--- src/rtl/seg_display_reader_pkg.sv ---
// ----------------------------------------------------------------------------
// seg_display_reader_pkg
//   Definitions shared by the 7-segment display encoder and this reader:
//   - active-low segment codes for digits 0..3 and the blank screen
//   - segment bit positions within the {DP,G,F,E,D,C,B,A} bus
//   - reader FSM state encoding
//   - decode helper that maps a segment pattern to digit/blank/err
// ----------------------------------------------------------------------------
package seg_display_reader_pkg;

    // Segment bit positions, bus order {DP,G,F,E,D,C,B,A}
    localparam int SEG_A  = 0;
    localparam int SEG_B  = 1;
    localparam int SEG_C  = 2;
    localparam int SEG_D  = 3;
    localparam int SEG_E  = 4;
    localparam int SEG_F  = 5;
    localparam int SEG_G  = 6;
    localparam int SEG_DP = 7;

    // Active-low codes (0 = segment lit)
    localparam logic [7:0] SEG_0     = 8'h40;
    localparam logic [7:0] SEG_1     = 8'h79;
    localparam logic [7:0] SEG_2     = 8'h24;
    localparam logic [7:0] SEG_3     = 8'h30;
    localparam logic [7:0] SEG_BLANK = 8'hFF;

    // Reader FSM states
    typedef enum logic {
        ST_IDLE = 1'b0,
        ST_HOLD = 1'b1
    } state_t;

    // Decoded view of one settled pattern
    typedef struct packed {
        logic [3:0] digit;
        logic       blank;
        logic       err;
    } seg_dec_t;

    // Blank and err both report digit 0 so a consumer never sees a stale digit.
    function automatic seg_dec_t seg_decode(input logic [7:0] pat);
        seg_dec_t d;
        d = '0;
        case (pat)
            SEG_0:     d.digit = 4'd0;
            SEG_1:     d.digit = 4'd1;
            SEG_2:     d.digit = 4'd2;
            SEG_3:     d.digit = 4'd3;
            SEG_BLANK: d.blank = 1'b1;
            default:   d.err   = 1'b1;
        endcase
        return d;
    endfunction

endpackage

--- src/rtl/seg_sync_stable.sv ---
// ----------------------------------------------------------------------------
// seg_sync_stable
//   Brings the asynchronous segment lines into the clk domain and filters
//   glitches: a pattern is accepted only after STABLE_CYCLES consecutive
//   identical synchronised samples.
// Ports
//   clk         in   system clock
//   rst_n       in   asynchronous active-low reset
//   seg_n       in   8  raw segment lines {DP,G,F,E,D,C,B,A}
//   stable_pat  out  8  last accepted pattern (resets to blank 8'hFF)
//   stable_chg  out  1  one-cycle flag: stable_pat took a new value on the last edge
// ----------------------------------------------------------------------------
module seg_sync_stable #(
    parameter int STABLE_CYCLES = 4,
    parameter int CNT_W         = 3
) (
    input  logic       clk,
    input  logic       rst_n,
    input  logic [7:0] seg_n,
    output logic [7:0] stable_pat,
    output logic       stable_chg
);

    logic [7:0]       sync1;
    logic [7:0]       sync2;
    logic [7:0]       prev;
    logic [CNT_W-1:0] cnt;
    logic [CNT_W-1:0] cnt_next;
    logic             match;
    logic             upd;

    // cnt counts matching sample pairs. Acceptance happens on the edge where
    // cnt becomes STABLE_CYCLES-1, i.e. when STABLE_CYCLES identical samples
    // have been seen. cnt saturates at STABLE_CYCLES so the acceptance fires
    // only once per settled pattern.
    always_comb begin
        match    = (sync2 == prev);
        cnt_next = cnt;
        if (!match) begin
            cnt_next = '0;
        end else if (cnt != CNT_W'(STABLE_CYCLES)) begin
            cnt_next = cnt + 1'b1;
        end
        if (STABLE_CYCLES == 1) begin
            // A single sample is already "stable": follow sync2 directly.
            upd = 1'b1;
        end else begin
            upd = match && (cnt_next == CNT_W'(STABLE_CYCLES - 1));
        end
    end

    always_ff @(posedge clk or negedge rst_n) begin
        if (!rst_n) begin
            sync1      <= 8'hFF;
            sync2      <= 8'hFF;
            prev       <= 8'hFF;
            cnt        <= '0;
            stable_pat <= 8'hFF;
            stable_chg <= 1'b0;
        end else begin
            sync1      <= seg_n;
            sync2      <= sync1;
            prev       <= sync2;
            cnt        <= cnt_next;
            if (upd) begin
                stable_pat <= sync2;
            end
            stable_chg <= upd && (sync2 != stable_pat);
        end
    end

endmodule

--- src/rtl/seg_display_reader.sv ---
// ----------------------------------------------------------------------------
// seg_display_reader
//   Receive side of the 7-segment display link. Settled segment patterns are
//   decoded to digit 0..3 / blank / invalid and offered to a consumer as one
//   event per change of the settled pattern.
//
//   Handshake: out_valid rises with all out_* fields loaded; the fields are
//   frozen until an edge with out_valid && out_ready, on which out_valid
//   drops. The next event can load no earlier than the following edge.
//
// Ports
//   clk        in   system clock
//   rst_n      in   asynchronous active-low reset
//   seg_n      in   8  async segment lines {DP,G,F,E,D,C,B,A}, 0 = lit
//   out_ready  in   1  consumer ready
//   out_valid  out  1  event pending
//   out_digit  out  4  decoded digit (0 for blank/err)
//   out_blank  out  1  pattern was blank (8'hFF)
//   out_err    out  1  pattern matched no legal code
//   out_raw    out  8  accepted pattern
//   overrun    out  1  one-cycle pulse: a new pattern settled while the slot was full
//   fsm_state  out  1  current FSM state (debug)
// ----------------------------------------------------------------------------
module seg_display_reader
    import seg_display_reader_pkg::*;
#(
    parameter int STABLE_CYCLES = 4,
    parameter int CNT_W         = 3
) (
    input  logic       clk,
    input  logic       rst_n,
    input  logic [7:0] seg_n,
    input  logic       out_ready,
    output logic       out_valid,
    output logic [3:0] out_digit,
    output logic       out_blank,
    output logic       out_err,
    output logic [7:0] out_raw,
    output logic       overrun,
    output state_t     fsm_state
);

    logic [7:0] stable_pat;
    logic       stable_chg;
    logic [7:0] rep_pat;
    state_t     state;
    state_t     state_next;
    logic       load;
    logic       drain;
    seg_dec_t   dec;

    seg_sync_stable #(
        .STABLE_CYCLES (STABLE_CYCLES),
        .CNT_W         (CNT_W)
    ) u_sync_stable (
        .clk        (clk),
        .rst_n      (rst_n),
        .seg_n      (seg_n),
        .stable_pat (stable_pat),
        .stable_chg (stable_chg)
    );

    assign dec       = seg_decode(stable_pat);
    assign fsm_state = state;

    // Next-state logic. In HOLD out_valid is always 1, so out_ready alone
    // completes the handshake.
    always_comb begin
        state_next = state;
        load       = 1'b0;
        drain      = 1'b0;
        case (state)
            ST_IDLE: begin
                if (stable_pat != rep_pat) begin
                    load       = 1'b1;
                    state_next = ST_HOLD;
                end
            end
            ST_HOLD: begin
                if (out_ready) begin
                    drain      = 1'b1;
                    state_next = ST_IDLE;
                end
            end
            default: state_next = ST_IDLE;
        endcase
    end

    always_ff @(posedge clk or negedge rst_n) begin
        if (!rst_n) begin
            state <= ST_IDLE;
        end else begin
            state <= state_next;
        end
    end

    // Output slot and last-reported pattern. rep_pat only moves on a load, so
    // a pattern that settles while the slot is full is reported after drain.
    always_ff @(posedge clk or negedge rst_n) begin
        if (!rst_n) begin
            out_valid <= 1'b0;
            out_digit <= 4'd0;
            out_blank <= 1'b0;
            out_err   <= 1'b0;
            out_raw   <= 8'hFF;
            rep_pat   <= 8'hFF;
        end else if (load) begin
            out_valid <= 1'b1;
            out_digit <= dec.digit;
            out_blank <= dec.blank;
            out_err   <= dec.err;
            out_raw   <= stable_pat;
            rep_pat   <= stable_pat;
        end else if (drain) begin
            out_valid <= 1'b0;
        end
    end

    // stable_chg already guarantees the new pattern differs from the prior
    // stable one; it must also differ from what the held slot reports.
    always_ff @(posedge clk or negedge rst_n) begin
        if (!rst_n) begin
            overrun <= 1'b0;
        end else begin
            overrun <= (state == ST_HOLD) && !out_ready && stable_chg
                       && (stable_pat != rep_pat);
        end
    end

endmodule

--- config.mk ---
export PLATFORM = sky130hd
export DESIGN_NAME = seg_display_reader
export DESIGN_NICKNAME = d
export VERILOG_FILES = /design/src/rtl/seg_display_reader_pkg.sv /design/src/rtl/seg_sync_stable.sv /design/src/rtl/seg_display_reader.sv
export SDC_FILE = /design/constraint.sdc
export NUM_CORES = 1
export LEC_CHECK = 0
export ABC_AREA = 0
export CORE_UTILIZATION = 40
export DETAILED_ROUTE_END_ITERATION = 8
export MAX_ROUTING_LAYER = met4
export PLACE_DENSITY = 0.71
export SLEW_MARGIN = 25
export SYNTH_ARGS = -nofsm -noshare
export SYNTH_HDL_FRONTEND = slang
export SYNTH_HIERARCHICAL = 1
export SYNTH_SLANG_ARGS = --single-unit
--- constraint.sdc ---
create_clock -name clk -period 2.7 [get_ports clk]
set_input_delay 0.675 -clock clk [delete_from_list [all_inputs] [get_ports clk]]
set_output_delay 0.675 -clock clk [all_outputs]
set_load 0.05 [all_outputs]
==> impl_results.md <==
- Layout net count: 189
- Fill cell count: 431
- Sequential area share after synthesis: 0.610
- Placed insts: 239
- Routing usage on met1: 0.174
- Gr busiest metal: met2
- Core Box Area: 5170 um^2
- Multiplexer share of the synthesized area: 0.129
- Die height: 75.7 um
- Initial antenna violation count: 0
- Largest family of logic cells by synthesized area: multiplexers
- Residual DRC: 0
- Initial DRC Count: 47
- Vias in the first global route: 1156
- GR Util met3: 0.0450
- Chip width: 75.7 um
- Max-Cap Viols: 0
- Worst r2r path cells: 4
- Slew HR: 0.567
- N_diodes: 0
- Synth-to-layout area growth: 18.0%
- Syn Std Cell Area: 2170 um^2
- Area leader, netlist: dfstp_2
- Detailed-route via count: between 1000 and 1500
- Global placement routability congestion: 0.764
- PortBufs: 25
- Worst path cell trace: clkdlybuf4s50_1
- Clk_skew: 6.17 ps
- Top cell type's share of synthesized area: 0.483
- Final wirelength: 3.27 mm
- Synth async-reset ratio: 1.00
- Final setup fails: 0
- Slowest-stage cell, CP: clkdlybuf4s50_1
- Root Buffer: clkbuf_8
- #FFs+latches synth: a little over 50
- Top-Level Pins: 28
- Synth area leaders: dfstp_2 (48%), dfrtp_1 (13%), mux2_4 (10%)
- Largest net degree at the start of global routing: 52
- CTS Buffer Depth: 2
- Top delay family on crit path: buffers and inverters
- Worst Hold Class: register to register
- First-pass GRT wire length: 5.54 mm
- Worst skew pair latency: 290 ps
- Worst setup SP type: register
- Worst EP required: slightly above 2000 ps
- Fmax: 0.427 GHz
- Yosys warns: 6
- Post-Synth XOR/XNOR Area: 0.105
- Setup Fix Bufs, Post-CTS: 0
- Multi-input gate area: 792 um^2
- Drt wl/cell: 13.3 um
- Final period util: 0.867
- Reg clk slew, reported paths: 80 ps
- Antenna viol nets, final: 0
- Leakage: 1.10 nW
- CP arrival: 1670 ps
- Status: completed
- Via/cell ratio: 4.74
- Final Hold Viols: 0
- Measured slew at the worst slew-check pin: 648 ps
- Design Power: 1.35 mW
- CTS tree: yes
- Reg area: 1330 um^2
- Compound-gate portion of the synthesized area: 0.0368
- CTS H-tree depth: 2
- Fin. max-slew vios: 0
- Ys flop type: dfstp_2
- Gr ovfl total: 0
- Simple-Gate Fraction of Synth Area: 0.0788
- Post-synth EDFFs: 0
- Avg Inst Size Synth: about 15 um^2
- Mapped Cells: 146
- WP depth: 1
- Clk sink count: 51
- Final std cells w/o fill: 246
- Starting Density: 0.420
- Fraction of the mapped netlist area in adder cells: 0.0115
- CTS Hold Buffers Added: 0
- RSZ-0062 raised after global routing: no
- Min cycle time layout: ~2300 ps
- CP max FO: 3
- CP max stage delay: a little over 800 ps
- DRT Pass-1 Iters: 2
- HPWL Detailed: ~2.3 mm
- Die Footprint: roughly 5700 um^2
- Post_cts resized: 0
- Count of cell types in the netlist: 33
- Hold Path Depth: 0
- CP endpoint kind: primary output
- Final core utilization: 0.496
- Worst vdd ir: 324 uV
- Buf+Inv Stages, Crit Path: 1
- GRT Total Usage: 0.139
- Crit path kind: register to primary output
- Row cnt: 26
- Pwr Density: 525 nW/um^2
- Setup_tns: 0 ps
- Share of layout cells above drive strength 1: 0.415
- TritonCTS Buffers: 5
- Grt met2 use: 0.209
-- flip-flops by register name (all words and copies together) (netlist names) --
name	cells
u_sync_stable/cnt	3
u_sync_stable/stable_chg	1
rep_pat	8
out_valid	1
u_sync_stable/sync2	8
out_digit	2
u_sync_stable/stable_pat	8
overrun	1
fsm_state	1
u_sync_stable/sync1	8
out_err	1
u_sync_stable/prev	8
out_blank	1
-- power breakdown --
group / internal, mW / leakage, nW / total, mW / switching [mW]
Combinational: 0.0416 / 0.480 / 0.103 / 0.0610
Clock: 0.201 / 0.0470 / 0.421 / 0.220
Sequential: 0.805 / 0.571 / 0.823 / 0.0184
-- per-layer routing --
layer,share of wire,vias to the layer above
met1,0.46,578
met5,0,-
met4,0.0089,0
met3,0.035,4
li1,-,559
met2,0.49,25
-- Yosys cell counts (all sizes together), types with 2 or more instances --
cell type	instances
and4	3
buf	4
dfrtp	11
dfstp	40
ha	2
inv	5
mux2	19
nand2	3
nand3	3
nor2	9
nor4	6
xor2	25
-- cells by family after synthesis --
kind of cell,Yosys count
DFF,51
and+or+nand+nor,29
xor gates and xnor gates,26
muxes,20
buffers and inverters,9
AOI/OAI and AO/OA,8
adders and majority gates,2
other,1
-- placed cells by master (no fill, tap or decap), types with 2 or more instances in the layout --
master and count:
nand3_1 3, ha_1 2, nor4_1 4, dfstp_2 40
and4_1 2, conb_1 2, mux2_2 4, nand2_1 3
clkbuf_8 6, nor2_1 9, inv_1 5, dfrtp_1 11
xor2_1 25, mux2_4 15, clkdlybuf4s50_1 24, nor4_2 2
-- layout make-up --
cell class	count	area share
Clock inverter	1	0.00195
Sequential cell	51	0.517
Clock buffer	6	0.0322
Multi-Input combinational cell	87	0.309
Timing Repair Buffer	26	0.0985
Tap cell	70	0.0341
Inverter	5	0.00732
-- stage by stage --
stage          area [um^2]  worst slack (ps)  hold slack [ps]
2_1_floorplan         2180               870              345
3_3_place_gp          2480               702              346
3_5_place_dp          2480               669              348
4_1_cts               2560               343              360
5_1_grt               2560               314              368
6_report              2560               359              358
-- path summary, 6_finish.rpt --
check	startpoint	end	slack [ps]
min in group asynchronous	rst_n	u_sync_stable/cnt[1]$_DFF_PN0_	480
setup reg to reg	u_sync_stable/sync2[6]$_DFF_PN1_	u_sync_stable/stable_pat[7]$_DFFE_PN1P_	670
hold / removal	u_sync_stable/sync1[1]$_DFF_PN1_	u_sync_stable/sync2[1]$_DFF_PN1_	360
setup / recovery	rep_pat[3]$_DFFE_PN1P_	out_raw[3]	360
hold reg to reg	u_sync_stable/sync1[1]$_DFF_PN1_	u_sync_stable/sync2[1]$_DFF_PN1_	360
max in group asynchronous	rst_n	out_blank$_DFFE_PN0P_	1830
Note: power is estimated with default switching activity, not from simulation.
